==> config.mk <==
export PLATFORM = sky130hd
export DESIGN_NAME = adc_moving_avg
export DESIGN_NICKNAME = d
export VERILOG_FILES = /design/src/rtl/adc_moving_avg.sv
export SDC_FILE = /design/constraint.sdc
export NUM_CORES = 1
export LEC_CHECK = 0
export BUFFER_PORTS_ARGS = -buffer_cell sky130_fd_sc_hd__buf_2
export CAP_MARGIN = 30
export CORE_MARGIN = 4
export CORE_UTILIZATION = 52
export DETAILED_ROUTE_END_ITERATION = 7
export PLACE_DENSITY = 0.74
export SYNTH_ARGS = -nofsm -noshare
export SYNTH_HDL_FRONTEND = slang
export SYNTH_SLANG_ARGS = --single-unit
==> constraint.sdc <==
create_clock -name clk -period 3.9 [get_ports clk]
set_clock_uncertainty 0.1 [all_clocks]
set_input_delay 0.195 -clock clk [delete_from_list [all_inputs] [get_ports clk]]
set_output_delay 0.195 -clock clk [all_outputs]
set_load 0.01 [all_outputs]
==> src/rtl/adc_moving_avg.sv <==
// Boxcar moving-average filter for the ADC sample stream. It keeps the last
// 2^LOG2_WIN samples with a running sum and sends out a truncated mean over valid/ready.
module adc_moving_avg #(
  parameter int DATA_W   = 16,
  parameter int LOG2_WIN = 3,
  parameter int OVR_W    = 8
) (
  input  logic              clk,
  input  logic              rst_n,
  input  logic [DATA_W-1:0] in_data,
  input  logic              in_valid,
  input  logic              clear,
  output logic [DATA_W-1:0] out_data,
  output logic              out_valid,
  input  logic              out_ready,
  output logic              primed,
  output logic [OVR_W-1:0]  overrun_cnt
);
  localparam int WIN    = 1 << LOG2_WIN;
  localparam int SUM_W  = DATA_W + LOG2_WIN;
  localparam int FILL_W = LOG2_WIN + 1;

  logic [WIN-1:0][DATA_W-1:0] win_buf;
  logic [LOG2_WIN-1:0]        wptr;
  logic [FILL_W-1:0]          fill;
  logic [SUM_W-1:0]           sum, sum_new;
  logic [DATA_W-1:0]          result;
  logic                       new_res, take;

  // The buffer slot at wptr holds the oldest sample. That sample leaves the window as in_data enters.
  assign sum_new = sum + SUM_W'(in_data) - SUM_W'(win_buf[wptr]);
  assign result  = sum_new[SUM_W-1:LOG2_WIN];
  assign new_res = in_valid && (fill >= FILL_W'(WIN - 1));
  assign take    = out_valid && out_ready;

  always_ff @(posedge clk or negedge rst_n) begin
    if (!rst_n) begin
      win_buf     <= '0;
      wptr        <= '0;
      fill        <= '0;
      sum         <= '0;
      primed      <= 1'b0;
      out_data    <= '0;
      out_valid   <= 1'b0;
      overrun_cnt <= '0;
    end else if (clear) begin
      win_buf     <= '0;
      wptr        <= '0;
      fill        <= '0;
      sum         <= '0;
      primed      <= 1'b0;
      out_data    <= '0;
      out_valid   <= 1'b0;
      overrun_cnt <= '0;
    end else begin
      if (in_valid) begin
        win_buf[wptr] <= in_data;
        wptr          <= wptr + 1'b1;
        sum           <= sum_new;
        if (fill != FILL_W'(WIN))
          fill <= fill + 1'b1;
      end
      if (new_res) begin
        primed    <= 1'b1;
        out_data  <= result;
        out_valid <= 1'b1;
        // A result that was never taken is replaced by a newer one. Count this as an overrun.
        if (out_valid && !out_ready && (overrun_cnt != '1))
          overrun_cnt <= overrun_cnt + 1'b1;
      end else if (take) begin
        out_valid <= 1'b0;
      end
    end
  end
endmodule

==> flow_metrics.py <==
metrics = {
    "global_route": {
        "grt_pass1_wl_mm": 43.13,
        "grt_max_degree": 92,
        "antenna_found_initial": 0,
        "grt_usage_pct": 26.78,
        "grt_pass1_vias": 8095,
        "grt.overflow.total": 0,
    },
    "synth": {
        "syn_inst": 1111,
        "syn_avg_cell_area_um2": 8.654,
        "synth_area_leaders": "dfrtp_1 (47%), nand2_1 (12%), a21oi_1 (7.9%), a22oi_1 (5.0%), fa_1 (3.3%)",
        "synth_top_area_share_pct": 46.85,
        "synth_top_family_by_area": "simple AND/OR/NAND/NOR gates",
        "netlist.top_cell.by_area": "dfrtp_1",
        "ys_seq_elements": 180,
        "yosys.area_share.simple_pct": 19.76,
        "synth-compound-area-share_pct": 16.94,
        "synth-warning-count": 0,
        "syn_area_mm2": 0.009614,
        "synth-adder-area-share_pct": 6.325,
        "synth_xor_area_share_pct": 2.004,
        "muxShareOfSynthArea_pct": 1.575,
        "synth-seq-area-share_pct": 46.85,
        "syn_nets": 1171,
        "yosysUniqueCellTypes": 59,
    },
    "sta": {
        "rsz0062_at_grt": "yes",
        "worst_pin_slew_ps": 886.1,
        "layout_min_cycle_time_ps": 3861,
        "maxSlewViolCount": 0,
        "slew_headroom_pct": 40.92,
        "setup_tns_ps": 0,
        "setup_violations": 0,
        "max_freq_mhz": 259.0,
        "finalHoldViolCount": 0,
        "fin_crit_sh_pct": 99.00,
    },
    "cells_and_area": {
        "fin_area_mm2": 0.01129,
        "nets": 1221,
        "layout_commonest_cell": "nand2_1",
        "area_growth_pct": 17.48,
        "fillers": 1484,
        "fin_cells": 1403,
        "drive_gt1_share_pct": 16.44,
        "insertedDiodeCount": 0,
        "final_cell_mix": "nand2_1 (309), dfrtp_1 (177), a21oi_1 (148)",
    },
    "detailed_routing": {
        "vias_per_cell": 5.981,
        "ant_nets": 0,
        "routed-via-count": 8391,
        "drc": 0,
        "drtIter0Drc": 884,
        "drtPass1Iterations": 8,
        "wl_mm": 27.44,
        "wl_per_cell_um": 19.56,
    },
    "pwr": {
        "leakagePower_uw": 0.004991,
        "power.density_mw_per_mm2": 525.0,
        "power_uw": 5930,
        "peakVddDrop_mv": 0.3831,
    },
    "place": {
        "dpl_cell_area_mm2": 0.01013,
        "hpwl_mm": 17.57,
        "gp_congestion": 0.9431,
        "io_buffer_count": 46,
        "dp_cells": 1343,
    },
    "clocking": {
        "cts_buffers": 17,
        "cts.sinks": 180,
        "insertion_delay_ps": 440,
        "clk_pin_slew_ps": 80,
        "ctsRootBufferMaster": "clkbuf_16",
        "cts_buffer_depth": 2,
        "cts_tree": "yes",
        "h-tree-depth": 4,
    },
    "flow_run": {
        "max_cap_viol_count": 0,
    },
    "die": {
        "io_pins": 47,
        "die_h_um": 144.0,
        "core_area_mm2": 0.01809,
        "num_rows": 49,
        "initial_core_util_pct": 53.16,
        "die_area_mm2": 0.02073,
        "die_w_um": 144.0,
    },
    "worst_setup_path": {
        "worst-path-max-fanout": 8,
        "crit_slowest_cell": "fa_1",
        "path_cells": "buf_2, and3b_2, buf_6, a22oi_1, nand4_1, fa_1, inv_1, ha_4, nand2_2, o21ai_2, nand3_1, a31oi_2, o21a_1, o21ai_1, mux2_1",
        "end_kind": "flip-flop",
        "path_class": "flip-flop to flip-flop",
        "cp-start-kind": "flip-flop",
        "critical_path_arrival_ps": 4100,
        "required_ps": 4130,
        "cp_slowest_stage_delay_ps": 530,
    },
    "hold_path": {
        "hold_path.class": "input pin to flip-flop",
    },
    "outcome": {
        "status": "finished, final reports clean",
    },
}
## layer usage
layer	routed length (um)	global-route usage (%)	vias to the layer above	part of all wire [%]
met4	744	8.870	0	2.7
met3	2123	5.423	82	7.7
li1	-	-	3808	-
met1	11500	37.38	4085	42
met5	0	0	-	0
met2	13070	42.28	416	48
## cell type report
| cell class | count | area, um^2 | area share (%) |
|---|---|---|---|
| repair buffers | 116 | 863.3 | 7.644 |
| inverters | 71 | 266.5 | 2.360 |
| flip-flops and latches | 180 | 4508 | 39.91 |
| clock inverters | 15 | 183.9 | 1.628 |
| well taps | 229 | 286.5 | 2.537 |
| multi-input cells | 775 | 4761 | 42.15 |
| clock buffers | 17 | 425.4 | 3.766 |
## synthesized netlist by cell type (all sizes together)
master / n
fa: 16
nor2: 37
mux2i: 14
nor3: 6
o211ai: 5
a2111o: 1
a211oi: 2
and3: 5
and3b: 2
o2111a: 1
mux2: 1
dfrtp: 180
a21oi: 154
o21ai: 16
nor3b: 4
or4: 5
a32oi: 3
nand3: 19
xnor2: 12
clkbuf: 65
and4: 2
a22oi: 64
inv: 71
a21o: 5
xor2: 10
a31oi: 3
o311ai: 2
nand2b: 7
and2: 9
a2111oi: 1
nor2b: 3
o21a: 4
nand2: 311
or3: 3
buf: 20
o21bai: 2
o21ba: 1
ha: 23
nand4: 22
## sequential cells by signal (all words and copies together), names as in the netlist
name	cells
win_buf	128
sum	19
out_data	16
overrun_cnt	8
fill	4
wptr	3
out_valid	1
primed	1
## cell families after synthesis
kind of cell | count (synthesis)
buffers and inverters | 156
DFF | 180
and+or+nand+nor | 435
xor gates and xnor gates | 22
muxes | 15
AOI/OAI and AO/OA | 264
adders and majority gates | 39
## timing repair
action                                 CTS  global route
setup endpoints to repair                2            17
endpoints found under the hold margin  182             0
hold buffers                            16             0
resized for setup                        4            56
pin swaps                                0            34
buffers inserted                         0            12
## stage by stage
| stage | hold slack [ps] | utilization, % | worst slack (ps) |
|---|---|---|---|
| 3_5_place_dp | 246.2 | 56.01 | -24.38 |
| 4_1_cts | 1.298 | 60.30 | 6.765 |
| 3_3_place_gp | 243.3 | 56.01 | 51.23 |
| 5_1_grt | 6.901 | 62.45 | -103.9 |
| 2_1_floorplan | -200.6 | - | 127.0 |
| 6_report | 2.497 | 62.45 | 38.99 |
## worst paths after layout
check	startpoint	to	slack (ps)	cells past startpoint
max in group asynchronous	rst_n	win_buf[28]	2500	3
min in group asynchronous	rst_n	out_data[2]	300	2
hold / removal	in_data[2]	win_buf[2]	2	3
setup reg to reg	wptr[1]	sum[18]	40	15
setup / recovery	wptr[1]	sum[18]	40	15
hold reg to reg	sum[4]	sum[4]	380	2
## worst max-delay path: cells and delay by family, from the launching register on
kind                     cells  cell delay, ps
AND/OR/NAND/NOR              4             750
buffers and inverters        3             400
adder cells (fa/ha/maj)      2             820
flip-flops                   1             440
AO/OA/AOI/OAI                5             900
multiplexers                 1             330
## where the power goes
group,switching [uW],internal [uW]
Clock,845,923
Sequential,66.3,1960
Combinational,1250,888
Note: power is estimated with default switching activity, not from simulation.
